==> src/rtl/uart_pkg.sv <==
// Shared UART definitions: receiver/transmitter FSM states and bit-timing helper.
package uart_pkg;

  typedef enum logic [1:0] {
    IDLE  = 2'd0,
    START = 2'd1,
    DATA  = 2'd2,
    STOP  = 2'd3
  } uart_state_t;

  function automatic int unsigned clks_per_bit(input int unsigned clock_freq,
                                               input int unsigned bit_rate);
    return clock_freq / bit_rate;
  endfunction

endpackage

==> src/rtl/sync_fifo.sv <==
// Show-ahead synchronous FIFO; head always presents the entry at the read pointer.
module sync_fifo #(
  parameter int unsigned WIDTH = 8,
  parameter int unsigned DEPTH = 16
) (
  input  logic                           clk,
  input  logic                           reset,
  input  logic                           push,
  input  logic [WIDTH-1:0]               push_data,
  input  logic                           pop,
  output logic [WIDTH-1:0]               head,
  output logic                           empty,
  output logic                           full,
  output logic [$clog2(DEPTH+1)-1:0]     count
);

  localparam int unsigned AW = $clog2(DEPTH);
  localparam int unsigned CW = $clog2(DEPTH+1);

  logic [DEPTH-1:0][WIDTH-1:0] mem;
  logic [AW-1:0]               wr_ptr;
  logic [AW-1:0]               rd_ptr;
  logic                        do_push;
  logic                        do_pop;

  assign do_pop  = pop && !empty;
  // A push into a full FIFO is only legal when a pop frees the slot this cycle.
  assign do_push = push && (!full || do_pop);

  always_ff @(posedge clk or negedge reset) begin
    if (!reset) begin
      mem    <= '0;
      wr_ptr <= '0;
      rd_ptr <= '0;
      count  <= '0;
    end else begin
      if (do_push) begin
        mem[wr_ptr] <= push_data;
        wr_ptr      <= wr_ptr + 1'b1;
      end
      if (do_pop) begin
        rd_ptr <= rd_ptr + 1'b1;
      end
      if (do_push && !do_pop) begin
        count <= count + 1'b1;
      end else if (!do_push && do_pop) begin
        count <= count - 1'b1;
      end
    end
  end

  assign head  = mem[rd_ptr];
  assign empty = (count == '0);
  assign full  = (count == CW'(DEPTH));

endmodule

==> src/rtl/uart_rx_fifo.sv <==
// 8N1 UART receiver with rx synchroniser, sticky error flags and a show-ahead byte FIFO.
module uart_rx_fifo
  import uart_pkg::*;
#(
  parameter int unsigned CLOCK_FREQ       = 50000000,
  parameter int unsigned BIT_RATE         = 115200,
  parameter int unsigned UART_BUFFER_SIZE = 16
) (
  input  logic                                  clk,
  input  logic                                  reset,
  input  logic                                  rx,
  input  logic                                  rd_en,
  input  logic                                  clr_err,
  output logic [7:0]                            rd_data,
  output logic                                  empty,
  output logic                                  full,
  output logic [$clog2(UART_BUFFER_SIZE+1)-1:0] count,
  output logic                                  frame_error,
  output logic                                  overrun
);

  localparam int unsigned CLKS_PER_BIT = clks_per_bit(CLOCK_FREQ, BIT_RATE);
  localparam int unsigned BW           = $clog2(CLKS_PER_BIT);
  localparam logic [BW-1:0] HALF_BIT   = BW'(CLKS_PER_BIT/2 - 1);
  localparam logic [BW-1:0] FULL_BIT   = BW'(CLKS_PER_BIT - 1);

  logic          rx_meta, rx_sync, rx_prev;
  uart_state_t   state, state_d;
  logic [BW-1:0] baud_cnt, baud_d;
  logic [2:0]    bit_idx, bit_d;
  logic [7:0]    shreg, shreg_d;
  logic          push, set_fe, set_ov;

  always_ff @(posedge clk or negedge reset) begin
    if (!reset) begin
      rx_meta <= 1'b1;
      rx_sync <= 1'b1;
      rx_prev <= 1'b1;
    end else begin
      rx_meta <= rx;
      rx_sync <= rx_meta;
      rx_prev <= rx_sync;
    end
  end

  always_ff @(posedge clk or negedge reset) begin
    if (!reset) begin
      state    <= IDLE;
      baud_cnt <= '0;
      bit_idx  <= '0;
      shreg    <= '0;
    end else begin
      state    <= state_d;
      baud_cnt <= baud_d;
      bit_idx  <= bit_d;
      shreg    <= shreg_d;
    end
  end

  always_comb begin
    state_d = state;
    baud_d  = baud_cnt;
    bit_d   = bit_idx;
    shreg_d = shreg;
    push    = 1'b0;
    set_fe  = 1'b0;
    set_ov  = 1'b0;
    unique case (state)
      IDLE: begin
        if (rx_prev && !rx_sync) begin
          baud_d  = HALF_BIT;
          state_d = START;
        end
      end
      START: begin
        if (baud_cnt == '0) begin
          if (!rx_sync) begin
            state_d = DATA;
            bit_d   = '0;
            baud_d  = FULL_BIT;
          end else begin
            state_d = IDLE;
          end
        end else begin
          baud_d = baud_cnt - 1'b1;
        end
      end
      DATA: begin
        if (baud_cnt == '0) begin
          shreg_d[bit_idx] = rx_sync;
          baud_d           = FULL_BIT;
          bit_d            = bit_idx + 3'd1;
          if (bit_idx == 3'd7) begin
            state_d = STOP;
          end
        end else begin
          baud_d = baud_cnt - 1'b1;
        end
      end
      STOP: begin
        if (baud_cnt == '0) begin
          // Back to IDLE on the sample itself so an immediate next start bit is seen.
          state_d = IDLE;
          if (!rx_sync) begin
            set_fe = 1'b1;
          end else if (!full || rd_en) begin
            push = 1'b1;
          end else begin
            set_ov = 1'b1;
          end
        end else begin
          baud_d = baud_cnt - 1'b1;
        end
      end
      default: state_d = IDLE;
    endcase
  end

  always_ff @(posedge clk or negedge reset) begin
    if (!reset) begin
      frame_error <= 1'b0;
      overrun     <= 1'b0;
    end else begin
      frame_error <= set_fe || (frame_error && !clr_err);
      overrun     <= set_ov || (overrun && !clr_err);
    end
  end

  sync_fifo #(
    .WIDTH (8),
    .DEPTH (UART_BUFFER_SIZE)
  ) u_fifo (
    .clk       (clk),
    .reset     (reset),
    .push      (push),
    .push_data (shreg),
    .pop       (rd_en),
    .head      (rd_data),
    .empty     (empty),
    .full      (full),
    .count     (count)
  );

endmodule

==> config.mk <==
export PLATFORM = sky130hd
export DESIGN_NAME = uart_rx_fifo
export DESIGN_NICKNAME = d
export VERILOG_FILES = /design/src/rtl/uart_pkg.sv /design/src/rtl/sync_fifo.sv /design/src/rtl/uart_rx_fifo.sv
export SDC_FILE = /design/constraint.sdc
export NUM_CORES = 1
export LEC_CHECK = 0
export BUFFER_PORTS_ARGS = -buffer_cell sky130_fd_sc_hd__buf_2
export CAP_MARGIN = 20
export CORE_ASPECT_RATIO = 0.8
export CORE_MARGIN = 2
export CORE_UTILIZATION = 44
export CTS_CLUSTER_DIAMETER = 30
export CTS_CLUSTER_SIZE = 8
export DETAILED_ROUTE_END_ITERATION = 16
export GPL_TIMING_DRIVEN = 1
export PLACE_DENSITY_LB_ADDON = 0.1
export RECOVER_POWER = 25
export SLEW_MARGIN = 15
export SYNTH_ARGS = -nofsm -noshare
export SYNTH_HDL_FRONTEND = slang
export SYNTH_HIERARCHICAL = 1
export SYNTH_SLANG_ARGS = --single-unit
export TNS_END_PERCENT = 1
==> constraint.sdc <==
create_clock -name clk -period 5 [get_ports clk]
set_input_delay 0.25 -clock clk [delete_from_list [all_inputs] [get_ports clk]]
set_output_delay 0.25 -clock clk [all_outputs]
set_load 0.05 [all_outputs]
### Word-level counts from Yosys, hierarchy flattened

Index checks and enable logic that the tools add are counted.

| word-level totals | value |
|---|---|
| register bits | 168 |
| latch bits | 0 |
| bits in writable memories | 0 |
| bits in read-only memories | 0 |
| input bits | 5 |
| word-level logic and storage cells | 118 |
| memories | 0 |

| cells by class | value |
|---|---|
| $add $sub $neg | 6 |
| $mul | 0 |
| divide/modulo/power cells | 0 |
| $lt $le $gt $ge | 5 |
| equality and inequality tests | 13 |
| shifts and indexed selects | 0 |
| mux-type cells | 38 |
| bitwise logic cells | 0 |
| reductions and logical operators | 28 |

Operators by type and width:

| kind | count |
|---|---|
| 128-bit bitwise mux | 1 |
| 9-bit two-way mux | 5 |
| 9-bit case mux with 4 select lines | 1 |
| 8-bit binary-select mux with 4-bit select | 1 |
| 8-bit demux with 4-bit select | 1 |
| 8-bit two-way mux | 2 |
| 2-bit inequality test (second input constant) | 7 |
| 1-bit two-way mux | 12 |
| 2-bit two-way mux | 6 |
| 4-bit by 5-bit less-than comparator with 1-bit output (second input constant) | 2 |
| 5-bit two-way mux | 2 |
| 1-bit logical AND | 9 |
| 9-bit zero test | 1 |
| 3-bit two-way mux | 3 |
| 9-bit by 1-bit subtractor with 9-bit output (second input constant) | 1 |
| 4-bit by 1-bit adder with 4-bit output (second input constant) | 2 |
| 8-bit bitwise mux | 1 |
| 2-bit case mux with 4 select lines | 1 |
| 1-bit zero test | 6 |
| 3-bit case mux with 2 select lines | 1 |
| 5-bit by 1-bit adder with 5-bit output (second input constant) | 1 |
| 5-bit == test (second input constant) | 1 |
| 5-bit zero test | 1 |
| 5-bit AND reduction | 1 |
| other kinds (16) | 21 |

### Logic depth before layout (Yosys ltp)

| depth | value |
|---|---|
| depth in word-level cells | 12 |
| depth in mapped cells | 14 |
| depth with buffers taken out | 14 |

### Cells and area by module

Netlist, hierarchy kept.

By module, submodules not included:

| module | instances | cells each | area an instance (µm²) | sequential area each (µm²) |
|---|---|---|---|---|
| sync_fifo | 1 | 436 | 6927.9 | 3528.4 |
| uart_rx_fifo | 1 | 157 | 1606.5 | 679.4 |

### Least setup slack after synthesis

Ideal clock, no wire load.

| timing path | value |
|---|---|
| path type | register to register |
| start | register u_fifo.count[1] |
| end | register u_fifo.count[4] |
| arrival time | 3.798 ns |
| data required time | 4.853 ns |
| setup slack | 1.055 ns |
| cell stages (with the launch flop) | 14 |
| clock period less this slack | 3.945 ns |
| cell sequence | dfrtp_1 -> or4_4 -> buf_6 -> nor2_1 -> nand2b_1 -> nor2b_1 -> nor2b_2 -> ha_1 -> inv_1 -> ha_1 -> nor2b_1 -> o21a_1 -> o2111ai_1 -> o311ai_0 |

| on the way | value |
|---|---|
| word-level cells in the longest chain between the ends | 11 |
| elaborated cells on any way between the ends | 21 |

RTL lines:

| element | line | text |
|---|---|---|
| start: declaration | sync_fifo.sv:14 | `output logic [$clog2(DEPTH+1)-1:0] count` |
| start signal: assignment | sync_fifo.sv:45 | `count <= count + 1'b1;` |
| start signal: assignment | sync_fifo.sv:47 | `count <= count - 1'b1;` |
| 5-bit == test * | sync_fifo.sv:54 | `assign full = (count == CW'(DEPTH));` |
| net full | uart_rx_fifo.sv:16 | `output logic full,` |
| 1-bit zero test * | uart_rx_fifo.sv:106 | `end else if (!full \|\| rd_en) begin` |
| 1-bit logical OR * | uart_rx_fifo.sv:106 |  |
| 1-bit two-way mux * | uart_rx_fifo.sv:106 |  |
| 1-bit two-way mux * | uart_rx_fifo.sv:104 | `if (!rx_sync) begin` |
| 1-bit two-way mux * | uart_rx_fifo.sv:101 | `if (baud_cnt == '0) begin` |
| 1-bit two-way mux * | uart_rx_fifo.sv:68 | `unique case (state)` |
| net push | uart_rx_fifo.sv:32 | `logic push, set_fe, set_ov;` |
| 1-bit logical AND * | sync_fifo.sv:28 | `assign do_push = push && (!full \|\| do_pop);` |
| net u_fifo.do_push | sync_fifo.sv:23 | `logic do_push;` |
| 1-bit zero test | sync_fifo.sv:46 | `end else if (!do_push && do_pop) begin` |
| 1-bit logical AND | sync_fifo.sv:46 |  |
| 2-bit nonzero test (no source line) | -- |  |

The timed path passes the listed nets; every way through them passes the cells marked *. The select of a mux whose other input is x is not followed.
A chain may end at the register's enable or synchronous reset.

### Worst setup path after layout

| timing path | value |
|---|---|
| start | register baud_cnt[0] |
| end | register u_fifo.count[4] |

| on the way | value |
|---|---|
| word-level cells in the longest chain between the ends | 7 |
| elaborated cells on any way between the ends | 9 |

RTL lines:

| element | line | text |
|---|---|---|
| start: declaration | uart_rx_fifo.sv:29 | `logic [BW-1:0] baud_cnt, baud_d;` |
| start signal: assignment | uart_rx_fifo.sv:54 | `baud_cnt <= baud_d;` |
| 9-bit zero test * | uart_rx_fifo.sv:101 |  |
| 1-bit two-way mux * | uart_rx_fifo.sv:101 |  |
| 1-bit two-way mux * | uart_rx_fifo.sv:68 |  |
| net push | uart_rx_fifo.sv:32 |  |
| 1-bit logical AND * | sync_fifo.sv:28 |  |
| net u_fifo.do_push | sync_fifo.sv:23 |  |
| 1-bit zero test | sync_fifo.sv:46 |  |
| 1-bit logical AND | sync_fifo.sv:46 |  |
| 2-bit nonzero test (no source line) | -- |  |

The timed path passes the listed nets; every way through them passes the cells marked *.

==> out/summary.txt <==
final RePlAce weighted congestion: 0.8039
Crit path required time: 5.29 ns
remaining routing DRC violations: 0
Tot Pwr: 4.073 mW
standby leakage power: 4.323 nW
Routed WL: 18650 µm
count of maximum capacitance violations: 1
number of top-level pins: 22
FP Rows: 45
number of nets still failing antenna checks after routing: 0
Worst Setup Start Kind: flop
number of distinct library cell variants in the gate-level netlist after synthesis: 62
violations in the final reports: max-capacitance violations, max-slew violations
DP HPWL: 12150 µm
length of routed met2 wiring: 8350 µm
Setup-failing EPs final: 0
transition at the pin with the smallest max-transition slack: 3.517 ns
maximum number of pins on one net before global-route repair: 78
Post-CTS Hold Buffers: 2
master cell of the clock root buffer: sky130_fd_sc_hd__clkbuf_16
final core utilization: 50.21%
setup TNS after final layout: 0 ns
WL per Instance: 21.17 µm
antenna diode instance count: 0
number of I/O port buffers: 21
Hold Fails Final Rpt: 0
wire length on met1: 9476 µm
total number of H-tree levels: 4
part of the cycle the worst path needs: 78.05%
most used flip-flop cell after synthesis: sky130_fd_sc_hd__dfrtp_1
fillcell total: 1632
buffers from clock root to sink, at most: 2
most common cell after layout, fill and taps aside: sky130_fd_sc_hd__dfrtp_1
number of global-route vias before repair: 5390
worst voltage drop across the vdd grid: 0.2845 mV
register bit count reported by yosys: 168
worst setup path category: reg2reg
share of the yosys chip area belonging to registers: 49.30%
clock sinks: 168
Top Metal Used: met4
total grt overflow: 0
TritonCTS clock tree: yes
core area: 0.01897 mm²
die boundary height: 128.6 µm
relative max-transition margin: -134.5%
number of buffers added by the clock tree synthesis step: 17
Die Wd: 159.7 µm
layout-stage area growth over the synthesis result: 11.63%
clk slew on worst S/H paths: 0.07 ns
class of the tightest hold or removal check: in2reg
run status: finished, violations left
global-route usage over all layers: 19.83%
number of enable-type register cells in the synthesized netlist: 0
post-CTS sizing: 0
commonest cells after routing, fill and taps aside: 164 x sky130_fd_sc_hd__dfrtp_1, 68 x sky130_fd_sc_hd__mux2_2, 64 x sky130_fd_sc_hd__mux2_4
count of TritonRoute iterations in the first routing pass: 5
initial antenna violation count: 0
Total Nets Final: 634
via count of the routed design: 4997
Synth async-reset ratio: 100.0%
Post-CTS Setup Repair Bufs: 0
Fmax achieved: 0.2562 GHz
fin crit period: 3.903 ns
Final Max Tran Viols: 78
synthesized area divided by synthesized cell count: 14.39 µm²
via-per-instance ratio: 5.672
clock latency on the worst-skew pair: 0.43 ns
arrival time at the worst endpoint: 4.19 ns
element type at the critical path end: flop
initial core utilization: 44.98%
Post-Syn Instances: 593
starting DRC count in detailed routing: 297
power density of the placed cells: 427.5 mW/mm²
worst clock skew: 0.01046 ns
RSZ-0062 raised after global routing: false
Syn Nets: 617
Syn. warnings: 6
maximum fanout count along the critical path: 9
fraction of layout cells with a size suffix above 1: 40.29%
Total Die Area: 0.02053 mm²
routed length on met3: 584 µm
Cell Area, Synth: 0.008534 mm²
global-route wire length before repair: 30970 µm
-- worst paths after layout --
path,cells past startpoint,endpoint,start,slack [ns]
worst max-delay path,14,u_fifo/count[4]$_DFFE_PN0P_,baud_cnt[0]$_DFFE_PN0P_,1.10
worst min-delay path,3,overrun$_DFF_PN0_,clr_err,0.1
worst max register to register,14,u_fifo/count[4]$_DFFE_PN0P_,baud_cnt[0]$_DFFE_PN0P_,1.10
worst min register to register,0,rx_sync$_DFF_PN1_,rx_meta$_DFF_PN1_,0.36
max in group asynchronous,3,u_fifo/mem[55]$_DFFE_PN0P_,reset,1.18
min in group asynchronous,2,u_fifo/count[0]$_DFFE_PN0P_,reset,1.71
-- stage by stage --
| stage | hold WS [ns] | cell area, µm² | cells | setup slack, ns |
|---|---|---|---|---|
| floorplan | -0.04559 | 8534 | 593 | 1.055 |
| global route | 0.1023 | 9527 | 881 | 0.4284 |
| detailed placement | 0.3433 | 8870 | 847 | 1.170 |
| global placement | 0.3395 | 8870 | 847 | 1.294 |
| finish | 0.09600 | 9527 | 881 | 1.097 |
| CTS | 0.09071 | 9542 | 881 | 1.146 |
-- cell usage after synthesis (all sizes together), types with 3 or more instances --
| master | number | share of area, % |
|---|---|---|
| dfrtp | 165 | 48 |
| mux2 | 136 | 21 |
| mux4 | 32 | 8.4 |
| nand2 | 30 | 1.3 |
| clkbuf | 22 | 0.97 |
| nor2 | 20 | 1.2 |
| ha | 18 | 2.6 |
| nor3 | 17 | 2.4 |
| a22oi | 16 | 1.4 |
| inv | 16 | 0.70 |
| a21oi | 14 | 0.82 |
| buf | 11 | 0.91 |
| o21ai | 10 | 0.59 |
| nand3 | 9 | 0.67 |
| nor2b | 6 | 0.47 |
| nor4 | 6 | 0.73 |
| xnor2 | 6 | 0.62 |
| nand2b | 5 | 0.37 |
| nor3b | 4 | 0.53 |
| o22a | 4 | 0.41 |
| dfstp | 3 | 0.92 |
| o2111ai | 3 | 0.31 |
| o21a | 3 | 0.26 |
| o2bb2ai | 3 | 0.31 |
| o31ai | 3 | 0.26 |
| or4 | 3 | 0.35 |
| xor2 | 3 | 0.31 |
-- kinds of logic after synthesis --
family | count (synthesis) | share of synthesized area (%)
xor gates and xnor gates | 9 | 0.9237
buffers and inverters | 49 | 2.580
and+or+nand+nor | 110 | 8.914
adders and majority gates | 19 | 2.874
DFF | 168 | 49.30
AOI/OAI and AO/OA | 68 | 5.967
muxes | 170 | 29.44
-- per-layer routing --
| metal | GRT usage (%) | up-vias |
|---|---|---|
| li1 | - | 2230 |
| met2 | 29.77 | 71 |
| met5 | 0 | - |
| met3 | 3.611 | 20 |
| met4 | 6.043 | 0 |
| met1 | 29.47 | 2676 |
-- registers in the layout, summed over array words and instances (netlist names), named ones only --
name,count
shreg,8
u_fifo/wr_ptr,4
frame_error,1
baud_cnt,9
rx_meta,1
bit_idx,3
u_fifo/mem,128
u_fifo/count,5
u_fifo/rd_ptr,4
overrun,1
rx_sync,1
state,1
rx_prev,1
-- area by class of cell --
class	instances	area, µm²	share of cell area (%)
clock inverters	12	185.2	1.944
multi-input cells	376	4103	43.07
repair buffers	31	180.2	1.891
flip-flops and latches	168	4209	44.18
well taps	258	322.8	3.388
clock buffers	20	466.7	4.899
inverters	16	60.06	0.6304
-- worst max-delay path: stages, from the launching register on --
cell and delay, ns:
sky130_fd_sc_hd__dfrtp_1 0.42, sky130_fd_sc_hd__inv_1 0.10, sky130_fd_sc_hd__ha_1 0.16, sky130_fd_sc_hd__or4b_4 0.53
sky130_fd_sc_hd__nor2_8 0.19, sky130_fd_sc_hd__nand3_1 0.12, sky130_fd_sc_hd__nor2b_1 0.42, sky130_fd_sc_hd__nor2b_2 0.30
sky130_fd_sc_hd__ha_1 0.31, sky130_fd_sc_hd__inv_1 0.14, sky130_fd_sc_hd__ha_1 0.34, sky130_fd_sc_hd__nor2b_1 0.17
sky130_fd_sc_hd__o21a_1 0.20, sky130_fd_sc_hd__o2111ai_1 0.20, sky130_fd_sc_hd__o311ai_0 0.16
-- power breakdown --
part / internal [mW] / leakage, nW / total, mW / switching (mW)
Sequential: 1.45 / 2.30 / 1.63 / 0.189
Combinational: 0.369 / 1.71 / 0.991 / 0.622
Clock: 0.883 / 0.318 / 1.45 / 0.564
Note: power is estimated with default switching activity, not from simulation.
